File: src/rtl/wb_stage.sv
// Write-back stage: holds one retiring instruction, extracts load data and
// drives the register-file write port, the decode forwarding tap and the debug trace.
module wb_stage (
    input  logic        clk,
    input  logic        reset,
    input  logic        ms_to_ws_valid,
    output logic        ws_allowin,
    input  logic [31:0] ms_pc,
    input  logic        ms_gr_we,
    input  logic [4:0]  ms_dest,
    input  logic        ms_res_from_mem,
    input  logic [2:0]  ms_ld_type,
    input  logic [31:0] ms_alu_result,
    input  logic [31:0] ms_mem_rdata,
    input  logic        ws_hold,
    output logic        rf_we,
    output logic [4:0]  rf_waddr,
    output logic [31:0] rf_wdata,
    output logic        ws_fwd_valid,
    output logic [4:0]  ws_fwd_dest,
    output logic [31:0] ws_fwd_data,
    output logic [31:0] debug_wb_pc,
    output logic [3:0]  debug_wb_rf_we,
    output logic [4:0]  debug_wb_rf_wnum,
    output logic [31:0] debug_wb_rf_wdata
);

    localparam logic [2:0] LD_B  = 3'd1;
    localparam logic [2:0] LD_BU = 3'd2;
    localparam logic [2:0] LD_H  = 3'd3;
    localparam logic [2:0] LD_HU = 3'd4;

    logic        ws_valid_q, ws_valid_d;
    logic [31:0] pc_q, pc_d;
    logic        gr_we_q, gr_we_d;
    logic [4:0]  dest_q, dest_d;
    logic        res_from_mem_q, res_from_mem_d;
    logic [2:0]  ld_type_q, ld_type_d;
    logic [31:0] alu_result_q, alu_result_d;
    logic [31:0] mem_rdata_q, mem_rdata_d;

    logic        ws_ready_go;
    logic        accept;
    logic [7:0]  ld_byte;
    logic [15:0] ld_half;
    logic [31:0] ld_data;
    logic [31:0] final_data;
    logic        wr;

    // Handshake: an offer transfers on the edge where ms_to_ws_valid && ws_allowin;
    // the stage retires on any edge with ws_valid && !ws_hold, so retire and
    // accept may share an edge. While held, the offer must stay stable.
    always_comb begin
        ws_ready_go    = !ws_hold;
        ws_allowin     = !ws_valid_q || ws_ready_go;
        accept         = ms_to_ws_valid && ws_allowin;
        ws_valid_d     = ws_valid_q;
        pc_d           = pc_q;
        gr_we_d        = gr_we_q;
        dest_d         = dest_q;
        res_from_mem_d = res_from_mem_q;
        ld_type_d      = ld_type_q;
        alu_result_d   = alu_result_q;
        mem_rdata_d    = mem_rdata_q;
        if (accept) begin
            ws_valid_d     = 1'b1;
            pc_d           = ms_pc;
            gr_we_d        = ms_gr_we;
            dest_d         = ms_dest;
            res_from_mem_d = ms_res_from_mem;
            ld_type_d      = ms_ld_type;
            alu_result_d   = ms_alu_result;
            mem_rdata_d    = ms_mem_rdata;
        end else if (ws_ready_go) begin
            ws_valid_d = 1'b0;
        end
    end

    always_ff @(posedge clk) begin
        if (reset) begin
            ws_valid_q     <= 1'b0;
            pc_q           <= '0;
            gr_we_q        <= 1'b0;
            dest_q         <= '0;
            res_from_mem_q <= 1'b0;
            ld_type_q      <= '0;
            alu_result_q   <= '0;
            mem_rdata_q    <= '0;
        end else begin
            ws_valid_q     <= ws_valid_d;
            pc_q           <= pc_d;
            gr_we_q        <= gr_we_d;
            dest_q         <= dest_d;
            res_from_mem_q <= res_from_mem_d;
            ld_type_q      <= ld_type_d;
            alu_result_q   <= alu_result_d;
            mem_rdata_q    <= mem_rdata_d;
        end
    end

    // Half-word lane ignores address bit 0 (misaligned halves are not trapped here).
    always_comb begin
        ld_byte = mem_rdata_q[7:0];
        case (alu_result_q[1:0])
            2'd0: ld_byte = mem_rdata_q[7:0];
            2'd1: ld_byte = mem_rdata_q[15:8];
            2'd2: ld_byte = mem_rdata_q[23:16];
            2'd3: ld_byte = mem_rdata_q[31:24];
            default: ld_byte = mem_rdata_q[7:0];
        endcase
        ld_half = alu_result_q[1] ? mem_rdata_q[31:16] : mem_rdata_q[15:0];
        case (ld_type_q)
            LD_B:    ld_data = {{24{ld_byte[7]}}, ld_byte};
            LD_BU:   ld_data = {24'd0, ld_byte};
            LD_H:    ld_data = {{16{ld_half[15]}}, ld_half};
            LD_HU:   ld_data = {16'd0, ld_half};
            default: ld_data = mem_rdata_q;
        endcase
        final_data = res_from_mem_q ? ld_data : alu_result_q;
        wr         = ws_valid_q && gr_we_q && (dest_q != 5'd0);
    end

    // The tap ignores ws_hold so decode can bypass from a held instruction.
    assign rf_we             = wr && ws_ready_go;
    assign rf_waddr          = dest_q;
    assign rf_wdata          = final_data;
    assign ws_fwd_valid      = wr;
    assign ws_fwd_dest       = dest_q;
    assign ws_fwd_data       = final_data;
    assign debug_wb_pc       = ws_valid_q ? pc_q : 32'd0;
    assign debug_wb_rf_we    = {4{rf_we}};
    assign debug_wb_rf_wnum  = dest_q;
    assign debug_wb_rf_wdata = final_data;

endmodule

File: config.mk
export PLATFORM = sky130hd
export DESIGN_NAME = wb_stage
export DESIGN_NICKNAME = d
export VERILOG_FILES = /design/src/rtl/wb_stage.sv
export SDC_FILE = /design/constraint.sdc
export NUM_CORES = 1
export LEC_CHECK = 0
export ABC_AREA = 0
export BUFFER_PORTS_ARGS = -buffer_cell sky130_fd_sc_hd__buf_2
export CAP_MARGIN = 5
export CORE_MARGIN = 8
export CORE_UTILIZATION = 45
export CTS_CLUSTER_DIAMETER = 80
export DETAILED_ROUTE_END_ITERATION = 16
export HOLD_SLACK_MARGIN = 0.08
export MAX_ROUTING_LAYER = met4
export PLACE_DENSITY = 0.77
export SKIP_LAST_GASP = 1
export SYNTH_ARGS = -nofsm -noshare
export SYNTH_HDL_FRONTEND = slang
export SYNTH_SLANG_ARGS = --single-unit
File: constraint.sdc
create_clock -name clk -period 5.5 [get_ports clk]
set_input_delay 1.1 -clock clk [delete_from_list [all_inputs] [get_ports clk]]
set_output_delay 1.1 -clock clk [all_outputs]
set_load 0.01 [all_outputs]
==> metrics.txt <==
status finished, final reports clean; Syn. warnings 0; Post-Layout Cell Count 1,081; Rel. slew slack 26.0%; internal power 1.43 mW; port bufs 259; layout cell share with drive strength beyond 1 31.6%; # fillers 1,288; Clock Tree Buf Depth 2; leakage power 3.20 nW; clk slew on worst S/H paths 70 ps; Clock Latency Late Sink 350 ps; final net count 1,011; GRT Resource Usage Total 21.2%; placed cells 1,062; first-pass GRT wire length 27,100 µm; drt first pass iters 6; Final setup viols 0; CTS Hold Buffers Added 0; Crit. End Element primary output; setup repair bufs after CTS 0; most common cell after layout, fill and taps aside buf_2; cells after synthesis 766; Min-Delay Path Class flip-flop to flip-flop; htree depth 3; required time worst endpoint 4400 ps; VDD IR-drop max 314 µV; WS Path Type flip-flop to primary output; Syn-to-layout area delta 18.1%; final period utilization 72.4%; total clock buffers created by CTS 9; WP data arrival 2880 ps; Syn Area/Cell 7.47 µm²; unrepaired setup endpoints after global routing false; FF+latch area 2140 µm²; PD cells 296 nW/µm²; row count 41; Total Wirelength 17,400 µm; Sw Share 28.3%; initial antenna violation count 3; DRT iter0 DRCs 324; Final Hold Vio Count 0; Post-route DRC 0; Post-Syn Area 5720 µm²; total number of vias 5,391; Initial Util 45.7%; post-CTS resize count 0; largest net degree at the start of global routing 108; startpoint types flip-flop; Clock Skew 5.09 ps; MaxCap Viol Count 0; Combinational Power Share 18.0%; Syn Nets 876; die width 129 µm; CTS tree done; grt ovf 0; reg2reg setup slack 2780 ps; RD Place Congestion 0.854; IO Pins 260; register area share after synthesis 37.4%; clk sinks 107; Vias per Instance 4.99; Final Max Tran Viols 0; DIE AREA 16,600 µm²; Worst Tran Pin Value 1110 ps; routed len/inst 16.1 µm; Core ar. 12,500 µm²; floorplan die height 129 µm; Seq cells post-synth 107; Root Buffer clkbuf_16; most frequent cells in the layout buf_2, nand2_1, a21oi_1; Clock power frac 38.2%; setup_tns 0 ps; fmax 251 MHz; Antenna Nets Post-Route 0; min Tclk post-route 3980 ps; worst-path fanout max 24; P_sw 0.566 mW; Sequential Power Share 43.8%; vias in the first global route 5,222; multi-input logic area 2730 µm²; placed wire-length estimate 12,700 µm; Netlist cell types 40
[cell usage after synthesis]
cell type  instances  area [µm²]
nand2_1          227         852
a21oi_1          139         696
dfxtp_1          107        2140
buf_4             79         593
clkbuf_1          36         135
nor2_1            34         128
and2_1            33         206
buf_2             17        85.1
a22oi_1           14         105
a31oi_1           14        87.6
o21a_1             8        60.1
a2bb2oi_1          7        61.3
a41oi_1            7        61.3
mux4_1             7         184
nor3b_1            7        52.6
o21ai_0            4        20.0
and3_1             2        12.5
buf_6              2        22.5
a21o_1             1        7.51
a21oi_2            1        8.76
a32oi_1            1        8.76
and2_0             1        6.26
and2b_2            1        8.76
buf_1              1        3.75
buf_12             1        20.0
clkinv_1           1        3.75
mux2i_1            1        10.0
mux4_2             1        22.5
nand3_1            1        5.00
nand3b_4           1        20.0
nor2_2             1        6.26
nor2b_1            1        6.26
o21ai_1            1        5.00
o21bai_1           1        7.51
o2bb2ai_1          1        8.76
o311a_1            1        10.0
o31a_4             1        17.5
or3_1              1        6.26
xnor2_1            1        8.76
xor2_2             1        16.3
[stage by stage]
stage / power, mW / util (%) / cell area [µm²] / hold WS (ps) / setup WS, ps
6_report: 2.00 / 54.0 / 6760 / 451 / 1520
5_1_grt: 2.10 / 54.0 / 6760 / 470 / 1360
4_1_cts: 2.03 / 53.9 / 6750 / 452 / 1580
3_5_place_dp: 1.26 / 51.1 / 6390 / 442 / 1980
3_3_place_gp: 1.25 / 51.1 / 6390 / 438 / 2110
2_1_floorplan: 1.16 / - / 5720 / 432 / 2700
[per-layer routing]
metal / up-vias / wire, µm / part of all wire [%] / global-route usage [%]
li1: 2751 / - / - / -
met5: - / 0 / 0 / -
met1: 2413 / 6970 / 40 / 25.1
met3: 18 / 1570 / 9.0 / 6.54
met2: 209 / 8610 / 50 / 34.6
met4: 0 / 214 / 1.2 / 5.18
[final cells by class]
| class | instances | share of cell area, % |
|---|---|---|
| multi-input combinational | 522 | 40.3 |
| sequential | 107 | 31.7 |
| timing repair buffer | 260 | 19.3 |
| clock buffer | 10 | 3.54 |
| tap | 172 | 3.18 |
| clock inverter | 6 | 1.76 |
| antenna | 3 | 0.111 |
| inverter | 1 | 0.0555 |
[critical path, stage by stage, from the launching register on]
cell and delay (ps):
dfxtp_1 850, a21oi_1 120, o21ai_1 770, a2bb2oi_1 170, a41oi_1 400, buf_2 210
[power groups by stage]
stage	Combinational [mW]	Clock, mW	Sequential, mW
4_1_cts	0.367	0.784	0.875
6_report	0.360	0.765	0.876
3_5_place_dp	0.365	0	0.894
5_1_grt	0.403	0.813	0.885
3_3_place_gp	0.360	0	0.892
2_1_floorplan	0.301	0	0.862
[cell families (layout without fill, tap and decap cells)]
logic type	after synthesis	in the layout	synth area share, %
compound gates	201	201	20.4
xor+xnor	2	2	0.437
buf+inv	137	277	15.1
flops	107	107	37.4
mux	9	9	3.78
other cells	0	3	0
simple gates	310	310	22.9
[state kept, by name, indices dropped and copies added (netlist names)]
signal and count:
mem_rdata_q 32, alu_result_q 32, gr_we_q 1, pc_q 32, debug_wb_rf_wnum 5, ws_valid_q 1, res_from_mem_q 1, ld_type_q 3
[path summary, 6_finish.rpt]
check,start,endpoint,cells past startpoint
worst max register to register,ws_valid_q,mem_rdata_q[27],5
worst min register to register,pc_q[6],pc_q[6],2
worst min-delay path,pc_q[6],pc_q[6],2
worst max-delay path,ld_type_q[2],debug_wb_rf_wdata[7],5
Note: power is estimated with default switching activity, not from simulation.
